**config.mk**
```make
export PLATFORM = sky130hd
export DESIGN_NAME = spi_xfer_scheduler
export DESIGN_NICKNAME = d
export VERILOG_FILES = /design/src/rtl/spi_xfer_scheduler.sv
export SDC_FILE = /design/constraint.sdc
export NUM_CORES = 1
export LEC_CHECK = 0
export ABC_AREA = 1
export ABC_CLOCK_PERIOD_IN_PS = 7400
export CORE_MARGIN = 8
export CORE_UTILIZATION = 48
export DETAILED_ROUTE_END_ITERATION = 8
export HOLD_SLACK_MARGIN = 0.1
export PLACE_DENSITY = 0.95
export SETUP_SLACK_MARGIN = 0.1
export SLEW_MARGIN = 30
export SYNTH_ARGS = -nofsm -noshare
export SYNTH_HDL_FRONTEND = slang
export SYNTH_SLANG_ARGS = --single-unit
export TNS_END_PERCENT = 30
```
**constraint.sdc**
```tcl
create_clock -name pclk_i -period 7.4 [get_ports pclk_i]
set_input_delay 1.48 -clock pclk_i [delete_from_list [all_inputs] [get_ports pclk_i]]
set_output_delay 1.48 -clock pclk_i [all_outputs]
set_load 0.03 [all_outputs]
```
**src/rtl/spi_xfer_scheduler.sv**
```systemverilog
// Round-robin scheduler that runs complete SPI transactions on an APB SPI master:
// register programming, CTRL polling with timeout, optional RDATA fetch, one response per request.
module spi_xfer_scheduler #(
  parameter int          N_REQ    = 2,
  parameter logic [15:0] CLK_DIV  = 16'h0004,
  parameter logic [15:0] POLL_MAX = 16'd1023
) (
  input  logic                pclk_i,
  input  logic                rst_i,
  input  logic [N_REQ-1:0]    req_valid_i,
  output logic [N_REQ-1:0]    req_ready_o,
  input  logic [8*N_REQ-1:0]  req_cmd_i,
  input  logic [16*N_REQ-1:0] req_addr_i,
  input  logic [8*N_REQ-1:0]  req_len_i,
  input  logic [32*N_REQ-1:0] req_wdata_i,
  input  logic [N_REQ-1:0]    req_rx_i,
  output logic                rsp_valid_o,
  input  logic                rsp_ready_i,
  output logic [1:0]          rsp_id_o,
  output logic [31:0]         rsp_rdata_o,
  output logic                rsp_timeout_o,
  output logic                busy_o,
  output logic                psel_o,
  output logic                penable_o,
  output logic                pwrite_o,
  output logic [3:0]          paddr_o,
  output logic [31:0]         pwdata_o,
  input  logic [31:0]         prdata_i,
  input  logic                pready_i
);

  typedef enum logic [2:0] {IDLE, GRANT, WRITE, POLL, READ, RESP} state_t;
  typedef enum logic [1:0] {SETUP, ACCESS, GAP} phase_t;

  state_t      state, state_nxt;
  phase_t      phase, phase_nxt;
  logic [2:0]  widx;
  logic [15:0] poll_cnt;
  logic [15:0] poll_inc;
  logic        fin;
  logic        tmo;
  logic [31:0] rdata;
  logic [1:0]  gid;
  logic [1:0]  rr_ptr;
  logic [7:0]  cmd;
  logic [15:0] addr;
  logic [7:0]  len;
  logic [31:0] wdata;
  logic        rx;

  logic        gnt_found;
  logic [1:0]  gnt_idx;
  logic [3:0]  vld4;
  logic [3:0]  rdy4;
  logic        xfer;
  logic        acc_done;
  logic        take;
  logic        rsp_fire;
  logic        ctrl_idle;

  // First valid requester at or after rr_ptr, wrapping modulo N_REQ.
  always_comb begin
    gnt_found = 1'b0;
    gnt_idx   = 2'd0;
    vld4      = 4'(req_valid_i);
    for (int k = 0; k < N_REQ; k++) begin
      int j;
      j = int'(rr_ptr) + k;
      if (j >= N_REQ) j = j - N_REQ;
      if (!gnt_found && vld4[j[1:0]]) begin
        gnt_found = 1'b1;
        gnt_idx   = j[1:0];
      end
    end
  end

  assign xfer      = (state == WRITE) || (state == POLL) || (state == READ);
  assign acc_done  = xfer && (phase == ACCESS) && pready_i;
  assign take      = (state == GRANT) && gnt_found;
  assign rsp_fire  = (state == RESP) && rsp_ready_i;
  assign ctrl_idle = (prdata_i[1:0] == 2'b00);
  assign poll_inc  = (poll_cnt >= POLL_MAX) ? POLL_MAX : poll_cnt + 16'd1;

  always_ff @(posedge pclk_i or posedge rst_i) begin
    if (rst_i) begin
      state <= IDLE;
      phase <= SETUP;
    end else begin
      state <= state_nxt;
      phase <= phase_nxt;
    end
  end

  always_comb begin
    state_nxt = state;
    phase_nxt = phase;
    case (state)
      IDLE:  if (|req_valid_i) state_nxt = GRANT;
      GRANT: begin
        if (gnt_found) begin
          state_nxt = WRITE;
          phase_nxt = SETUP;
        end else begin
          state_nxt = IDLE;
        end
      end
      WRITE, POLL, READ: begin
        case (phase)
          SETUP:  phase_nxt = ACCESS;
          ACCESS: if (pready_i) phase_nxt = GAP;
          default: begin
            phase_nxt = SETUP;
            if (state == WRITE && widx == 3'd5)
              state_nxt = POLL;
            else if (state == POLL && fin)
              state_nxt = (!tmo && rx) ? READ : RESP;
            else if (state == READ)
              state_nxt = RESP;
          end
        endcase
      end
      RESP:    if (rsp_ready_i) state_nxt = IDLE;
      default: state_nxt = IDLE;
    endcase
  end

  always_ff @(posedge pclk_i or posedge rst_i) begin
    if (rst_i) begin
      widx     <= 3'd0;
      poll_cnt <= 16'd0;
      fin      <= 1'b0;
      tmo      <= 1'b0;
      rdata    <= 32'd0;
      gid      <= 2'd0;
      rr_ptr   <= 2'd0;
      cmd      <= 8'd0;
      addr     <= 16'd0;
      len      <= 8'd0;
      wdata    <= 32'd0;
      rx       <= 1'b0;
    end else begin
      if (take) begin
        cmd      <= req_cmd_i[int'(gnt_idx)*8 +: 8];
        addr     <= req_addr_i[int'(gnt_idx)*16 +: 16];
        len      <= req_len_i[int'(gnt_idx)*8 +: 8];
        wdata    <= req_wdata_i[int'(gnt_idx)*32 +: 32];
        rx       <= req_rx_i[gnt_idx];
        gid      <= gnt_idx;
        rr_ptr   <= (gnt_idx == 2'(N_REQ - 1)) ? 2'd0 : gnt_idx + 2'd1;
        widx     <= 3'd0;
        poll_cnt <= 16'd0;
        fin      <= 1'b0;
        tmo      <= 1'b0;
        rdata    <= 32'd0;
      end
      if (acc_done && state == WRITE) widx <= widx + 3'd1;
      // A finished CTRL read wins over reaching the poll limit on the same read.
      if (acc_done && state == POLL) begin
        poll_cnt <= poll_inc;
        if (ctrl_idle) begin
          fin <= 1'b1;
        end else if (poll_inc == POLL_MAX) begin
          fin <= 1'b1;
          tmo <= 1'b1;
        end
      end
      if (acc_done && state == READ) rdata <= prdata_i;
      if (rsp_fire) begin
        poll_cnt <= 16'd0;
        fin      <= 1'b0;
        tmo      <= 1'b0;
        rdata    <= 32'd0;
      end
    end
  end

  always_comb begin
    rdy4        = 4'b0001 << gnt_idx;
    req_ready_o = take ? rdy4[N_REQ-1:0] : '0;
    psel_o      = xfer && (phase != GAP);
    penable_o   = xfer && (phase == ACCESS);
    pwrite_o    = psel_o && (state == WRITE);
    paddr_o     = 4'd0;
    pwdata_o    = 32'd0;
    if (psel_o) begin
      case (state)
        WRITE:   paddr_o = (widx == 3'd4) ? 4'd5 : {1'b0, widx};
        POLL:    paddr_o = 4'd5;
        default: paddr_o = 4'd4;
      endcase
    end
    if (pwrite_o) begin
      case (widx)
        3'd0:    pwdata_o = {24'd0, cmd};
        3'd1:    pwdata_o = {16'd0, addr};
        3'd2:    pwdata_o = {24'd0, len};
        3'd3:    pwdata_o = wdata;
        default: pwdata_o = {CLK_DIV, 14'd0, rx, 1'b1};
      endcase
    end
  end

  assign busy_o        = (state != IDLE);
  assign rsp_valid_o   = (state == RESP);
  assign rsp_id_o      = gid;
  assign rsp_rdata_o   = rdata;
  assign rsp_timeout_o = tmo;

endmodule
```
-- After elaboration in Yosys (flattened, before gate mapping)
Index checks and enable logic that the tools add are counted.
- bits in registers: 127
- input port bits: 168
- output and inout port bits: 78
- word-level logic and storage cells: 133
- add/subtract/negate cells: 6
- magnitude comparators: 6
- eq/ne operators: 20
- shift operators: 5
- multiplexer cells: 51
- reduce and logical (&&, ||, !) cells: 31
- operator list (operator ; number):
    2-to-1 mux 32 bit ; 4
    case mux 32 bit (4 select lines) ; 1
    2-to-1 mux 16 bit ; 4
    variable part select 64 x 8 -> 32 bit ; 1
    variable part select 16 x 6 -> 8 bit ; 2
    variable part select 32 x 7 -> 16 bit ; 1
    2-to-1 mux 3 bit ; 10
    2-to-1 mux 2 bit ; 9
    2-to-1 mux 1 bit ; 17
    adder 16 x 1 -> 16 bit (second input constant) ; 1
    equality test 16 x 10 -> 1 bit (second input constant) ; 1
    >= comparator 16 x 10 -> 1 bit (second input constant) ; 1
    logical AND 1 bit ; 13
    equality test 3 x 2 -> 1 bit (second input constant) ; 4
    equality test 3 bit (second input constant) ; 4
    case mux 3 bit (4 select lines) ; 1
    nonzero test 3 bit ; 3
    != test 2 bit (second input constant) ; 4
    case mux 2 bit (2 select lines) ; 2
    equality test 3 x 1 -> 1 bit (second input constant) ; 2
    zero test 3 bit ; 2
    < comparator 2 x 3 -> 1 bit (second input constant) ; 2
    case mux 3 bit (2 select lines) ; 1
    binary-select mux 1 bit (select 2 bit) ; 2
    20 further kinds ; 27

-- Depth between registers and ports, before layout
- depth in word-level cells: 14
- mapped depth: 13
- gate-level depth less buffers: 13

-- Worst setup path after synthesis
No wires, ideal clock.
- path kind: reg-to-output
- start point: register state[1]
- end point: output pwdata_o[30]
- arrival time: 2531 ps
- required time: 5920 ps
- path slack: 3389 ps
- cell stages (with the launch flop): 9
- path buffers: 1
- path through: dfrtp_1 > nor2_1 > nand2_1 > nand2_1 > inv_1 > a21oi_1 > nand2_1 > buf_2 > nor3_1
- word-level cells in the longest chain between the ends: 6
- elaborated cells between the ends (all ways): 8
- those cells by class: eq/ne: 3; mux: 1; reduce/logical: 4
- RTL lines (what ; RTL line ; source):
    from (decl) ; 35 ; state_t state, state_nxt;
    from (signal assigned) ; 89 ; state <= state_nxt;
    equality test 3 x 2 -> 1 bit ; 77 ; assign xfer = (state == WRITE) || (state == POLL) || (state == READ);
    logical OR 1 bit ; 77 ;
    logical OR 1 bit (*) ; 77 ;
    logical AND 1 bit (*) ; 180 ; psel_o = xfer && (phase != GAP);
    named net psel_o ; 23 ; output logic psel_o,
    logical AND 1 bit (*) ; 182 ; pwrite_o = psel_o && (state == WRITE);
    2-to-1 mux 32 bit (*) ; 192 ; if (pwrite_o) begin
    to (decl) ; 27 ; output logic [31:0] pwdata_o,
Mark *: on every way through the listed nets, which the timed path passes. The rest lies on a longest branch.

-- Final worst setup path
- start point: input req_valid_i[1]
- end point: output req_ready_o[1]
- word-level cells in the longest chain between the ends: 8
- elaborated cells between the ends (all ways): 13
- those cells by class: shift: 1; mux: 9; reduce/logical: 3
- RTL lines (what ; RTL line ; source):
    from (decl) ; 10 ; input logic [N_REQ-1:0] req_valid_i,
    binary-select mux 1 bit (select 2 bit) ; 70 ; if (!gnt_found && vld4[j[1:0]]) begin
    2-to-1 mux 1 bit (implied by the code) ; 70 ;
    2-to-1 mux 1 bit ; 70 ;
    zero test 1 bit ; 70 ;
    logical AND 1 bit ; 70 ;
    2-to-1 mux 2 bit or 2-to-1 mux 1 bit (tied branches) ; 70 ;
    left shift 1 x 2 -> 2 bit or logical AND 1 bit (tied branches) ; 178, 79 ;
    2-to-1 mux 2 bit (*) ; 179 ; req_ready_o = take ? rdy4[N_REQ-1:0] : '0;
    to (decl) ; 11 ; output logic [N_REQ-1:0] req_ready_o,
Every way passes the cells marked *; elsewhere a longest branch is shown, timed or not. The select of a mux whose other input is x is not followed.

==> metrics.log <==
[metrics] wirelength, routed: 21.97 mm
[metrics] initial antenna violation count: 1
[metrics] diode insertion count for antenna repair: 0
[metrics] area share of the largest cell type after synthesis: 0.5053
[metrics] global routing met1 resource utilization: 0.2949
[metrics] sw power: 1.123 mW
[metrics] unrepaired setup endpoints after global routing: false
[metrics] number of enable flip-flop cells after synthesis: 0
[metrics] Fmax achieved: 0.2058 GHz
[metrics] post-synth top area cell: dfrtp_1
[metrics] result of the run: completed
[metrics] post-synthesis async set-or-reset flop share: 1.000
[metrics] Crit. Startpoint: req_valid_i[1]
[metrics] clock sink count: 127
[metrics] met3 routing resource usage after global routing: 0.1092
[metrics] met2 layer usage reported by global route: 0.4394
[metrics] average cell area after synthesis: 7.852 um2
[metrics] critical path buffer and inverter count: 3
[metrics] wire length per cell after detailed routing: 18.01 um
[metrics] Comb power frac: 0.366
[metrics] GPL Wtd Cong: 0.8920
[metrics] Hold-fix buffers, CTS: 0
[metrics] maximum buffer depth of the clock tree: 2
[metrics] count of standard-cell rows: 42
[metrics] PostCTS Resize Cnt: 0
[metrics] final number of hold-violating endpoints: 0
[metrics] crit-path max cell delay: 690 ps
[metrics] clock root cell: clkbuf_16
[metrics] CTS tree: built
[metrics] total DRC errors in the routed layout: 0
[metrics] Die W: 130.5 um
[metrics] required time at the endpoint of the critical path: 5920 ps
[metrics] setup slack on the worst flop-to-flop path: 4900 ps
[metrics] number of H-tree levels: 4
[metrics] Setup Fix Bufs, Post-CTS: 0
[metrics] master of the slowest instance on the critical path: clkdlybuf4s50_1
[metrics] CP startpoint kind: input port
[metrics] smallest hold slack: 494.6 ps
[metrics] Detailed Route Iter0 Violations: 531
[metrics] total power density per cell area: 327.8 nW/um2
[metrics] power after layout: 3.097 mW
[metrics] peak-usage layer in the global routing report: met2
[metrics] Post-Route Setup TNS: 0 ps
[metrics] minimum period implied by the final worst setup slack: 4858 ps
[metrics] number of buffers inserted during clock tree synthesis: 17
[metrics] number of max-slew violations in the final report: 0
[metrics] Critical Path End: req_ready_o[1]
[metrics] clock latency on the worst-skew pair: 420 ps
[metrics] post-synthesis instance area: 6290 um2
[metrics] most frequently used cell type in the post-synthesis netlist: nand2_1
[metrics] dominant synthesized flop cell: dfrtp_1
[metrics] first-pass GRT wire length: 34.04 mm
[metrics] I/O pin cnt: 246
[metrics] count of state elements after synthesis: 127
[metrics] GRT Total Usage: 0.2609
[metrics] number of different library cells in the post-synthesis netlist: 33
[metrics] Crit. path cell count: 6
[metrics] FF-to-FF End: addr[10]$_DFFE_PP0P_
[metrics] Fin Clk Skew: 10.06 ps
[metrics] net count of the finished layout: 1205
[metrics] Yosys warning count: 0
[metrics] switching share of power: 0.3626
[metrics] Synth Net Count: 975
[metrics] Reg2Reg Launch Point: state[0]$_DFFE_PP0P_
[metrics] dominant cells by area after synthesis: dfrtp_1 51%, nand2_1 15%, nand3_1 6.5%
[metrics] portion of the clock cycle consumed by the worst path in the final layout: 0.6565
[metrics] starting utilization of the core area: 0.4826
[metrics] core area: 13030 um2
[metrics] worst setup path category: in -> out
[metrics] Area Overhead vs Synth: 50.21%
[metrics] Lkg Pwr: 4.192 nW
[metrics] Setup Viol. Count Final: 0
[metrics] overflow left after global routing: 0
[metrics] transition time at the pin with the least slew margin: 801.0 ps
[metrics] data arrival time of the critical path: 3380 ps
[metrics] part of the Yosys area used for sequential elements: 0.5053
[metrics] relative slew slack: 0.4654
[metrics] commonest cells in the synthesized netlist: 250 x nand2_1, 127 x dfrtp_1, 102 x inv_1
[metrics] worst vdd ir: 223.7 uV
[metrics] internal power: 1.974 mW
[metrics] maximum net fanout on the critical path: 5
[metrics] antenna-violating nets left: 0
[metrics] via count of the first global-routing pass: 6636
[metrics] cell-by-cell listing of the critical path: clkdlybuf4s50_1, nor2_1, nor3_4, nand3_1, inv_2, clkdlybuf4s50_1
[metrics] DRT Pass-1 Iters: 6
[metrics] pin count of the biggest net entering global routing: 77
[metrics] most common cell type on the critical path: clkdlybuf4s50_1
[metrics] gate count of the mapped netlist: 801
[metrics] HPWL after detailed placement: 15.55 mm
[metrics] Max-cap violations: 0
[metrics] routed vias: 6461
[metrics] die height: 130.5 um
[metrics] share of cells above drive strength 1: 0.04693
[metrics] IO buf count: 244
[metrics] part of the total power dissipated in sequential elements: 0.342
[metrics] Worst setup EP type: output pin
[metrics] Vias/cell: 5.296
[metrics] Clk pin slew, worst setup/hold paths: 50 ps
[metrics] r2r worst-path depth: 9
[metrics] Die Area: 17020 um2
[metrics] CP delay by family, top: buffers and inverters
[metrics] Clk pwr share: 0.292
[metrics] classification of the worst-slack hold path: reg -> reg
[logic make-up after synthesis]
| kind of cell | count (synthesis) | synth area share |
|---|---|---|
| AND/OR/NAND/NOR | 395 | 0.2630 |
| buffers and inverters | 146 | 0.09668 |
| flip-flops | 127 | 0.5053 |
| AO/OA/AOI/OAI | 124 | 0.1198 |
| adder cells (fa/ha/maj) | 6 | 0.01194 |
| XOR/XNOR | 2 | 0.002785 |
| other | 1 | 0.0005962 |
[flip-flops by register name, summed over array words and instances (netlist names)]
signal and count:
addr 16, poll_cnt 16, phase 2, rx 1, wdata 32, len 8, rr_ptr 2, cmd 8
rsp_id_o 2, rsp_timeout_o 1, rsp_rdata_o 32, widx 3, fin 1, state 3
[cell type report]
cell class                      instances  area, um2
Sequential cell                       127       3178
Clock buffer                           21      450.4
Inverter                              105      399.1
Fill cell                             911       3585
Multi-Input combinational cell        528       2510
Tap cell                              176      220.2
Timing Repair Buffer                  252       2502
Clock inverter                         11      187.7
[how the worst min path moves through the flow]
| stage | start | endpoint | cells past startpoint |
|---|---|---|---|
| after floorplan | fin$_DFF_PP0_ | fin$_DFF_PP0_ | 2 |
| after global placement | poll_cnt[10]$_DFFE_PP0P_ | poll_cnt[10]$_DFFE_PP0P_ | 2 |
| after detailed placement | poll_cnt[10]$_DFFE_PP0P_ | poll_cnt[10]$_DFFE_PP0P_ | 2 |
| after CTS | poll_cnt[13]$_DFFE_PP0P_ | poll_cnt[13]$_DFFE_PP0P_ | 2 |
| after global routing | rr_ptr[1]$_DFFE_PP0P_ | rr_ptr[1]$_DFFE_PP0P_ | 2 |
| final | rsp_id_o[1]$_DFFE_PP0P_ | rsp_id_o[1]$_DFFE_PP0P_ | 2 |
[power groups by stage]
stage	combinational, mW	clock, mW	sequential (mW)
after floorplan	0.607	0	1.14
after global placement	1.09	0	1.05
after detailed placement	1.11	0	1.06
after CTS	1.14	0.918	1.06
after global routing	1.24	0.950	1.08
final	1.13	0.905	1.06
[worst reg2reg max path: stages (launching register included)]
cell	delay, ps
dfrtp_1	420
inv_2	80
nor2_1	90
nand2_1	110
nor3_4	230
buf_4	400
inv_1	450
buf_4	360
nand2_1	80
nand3_1	140
[placed cells by master (no fill, tap or decap), types with 7 or more instances in the layout]
cell type,synthesis,layout
o21ai_0,47,47
o22ai_1,9,9
a21oi_1,18,18
nand3_1,82,82
o211ai_1,30,30
o21ai_1,7,7
dfrtp_1,127,127
inv_1,102,100
clkbuf_16,0,17
nand2_1,250,250
a221oi_1,7,7
buf_4,8,8
clkdlybuf4s50_1,0,244
nor2_1,34,34
nor3_1,19,19
[metal layers]
| metal | up-vias | part of all wire | wire length, um |
|---|---|---|---|
| met3 | 42 | 0.11 | 2416 |
| met5 | - | 0.00059 | 13 |
| met2 | 313 | 0.49 | 10700 |
| li1 | 3057 | - | - |
| met4 | 2 | 0.023 | 509 |
| met1 | 3047 | 0.38 | 8336 |
[stage by stage]
stage / worst slack, ps / util / instances / instance area, um2
CTS: 2538 / 0.7248 / 1220 / 9445
global route: 2418 / 0.7249 / 1220 / 9448
global placement: 2554 / 0.6758 / 1188 / 8807
finish: 2542 / 0.7249 / 1220 / 9448
floorplan: 2536 / - / 801 / 6290
detailed placement: 2549 / 0.6758 / 1188 / 8807
No activity file was read; power rests on OpenSTA's default activity.
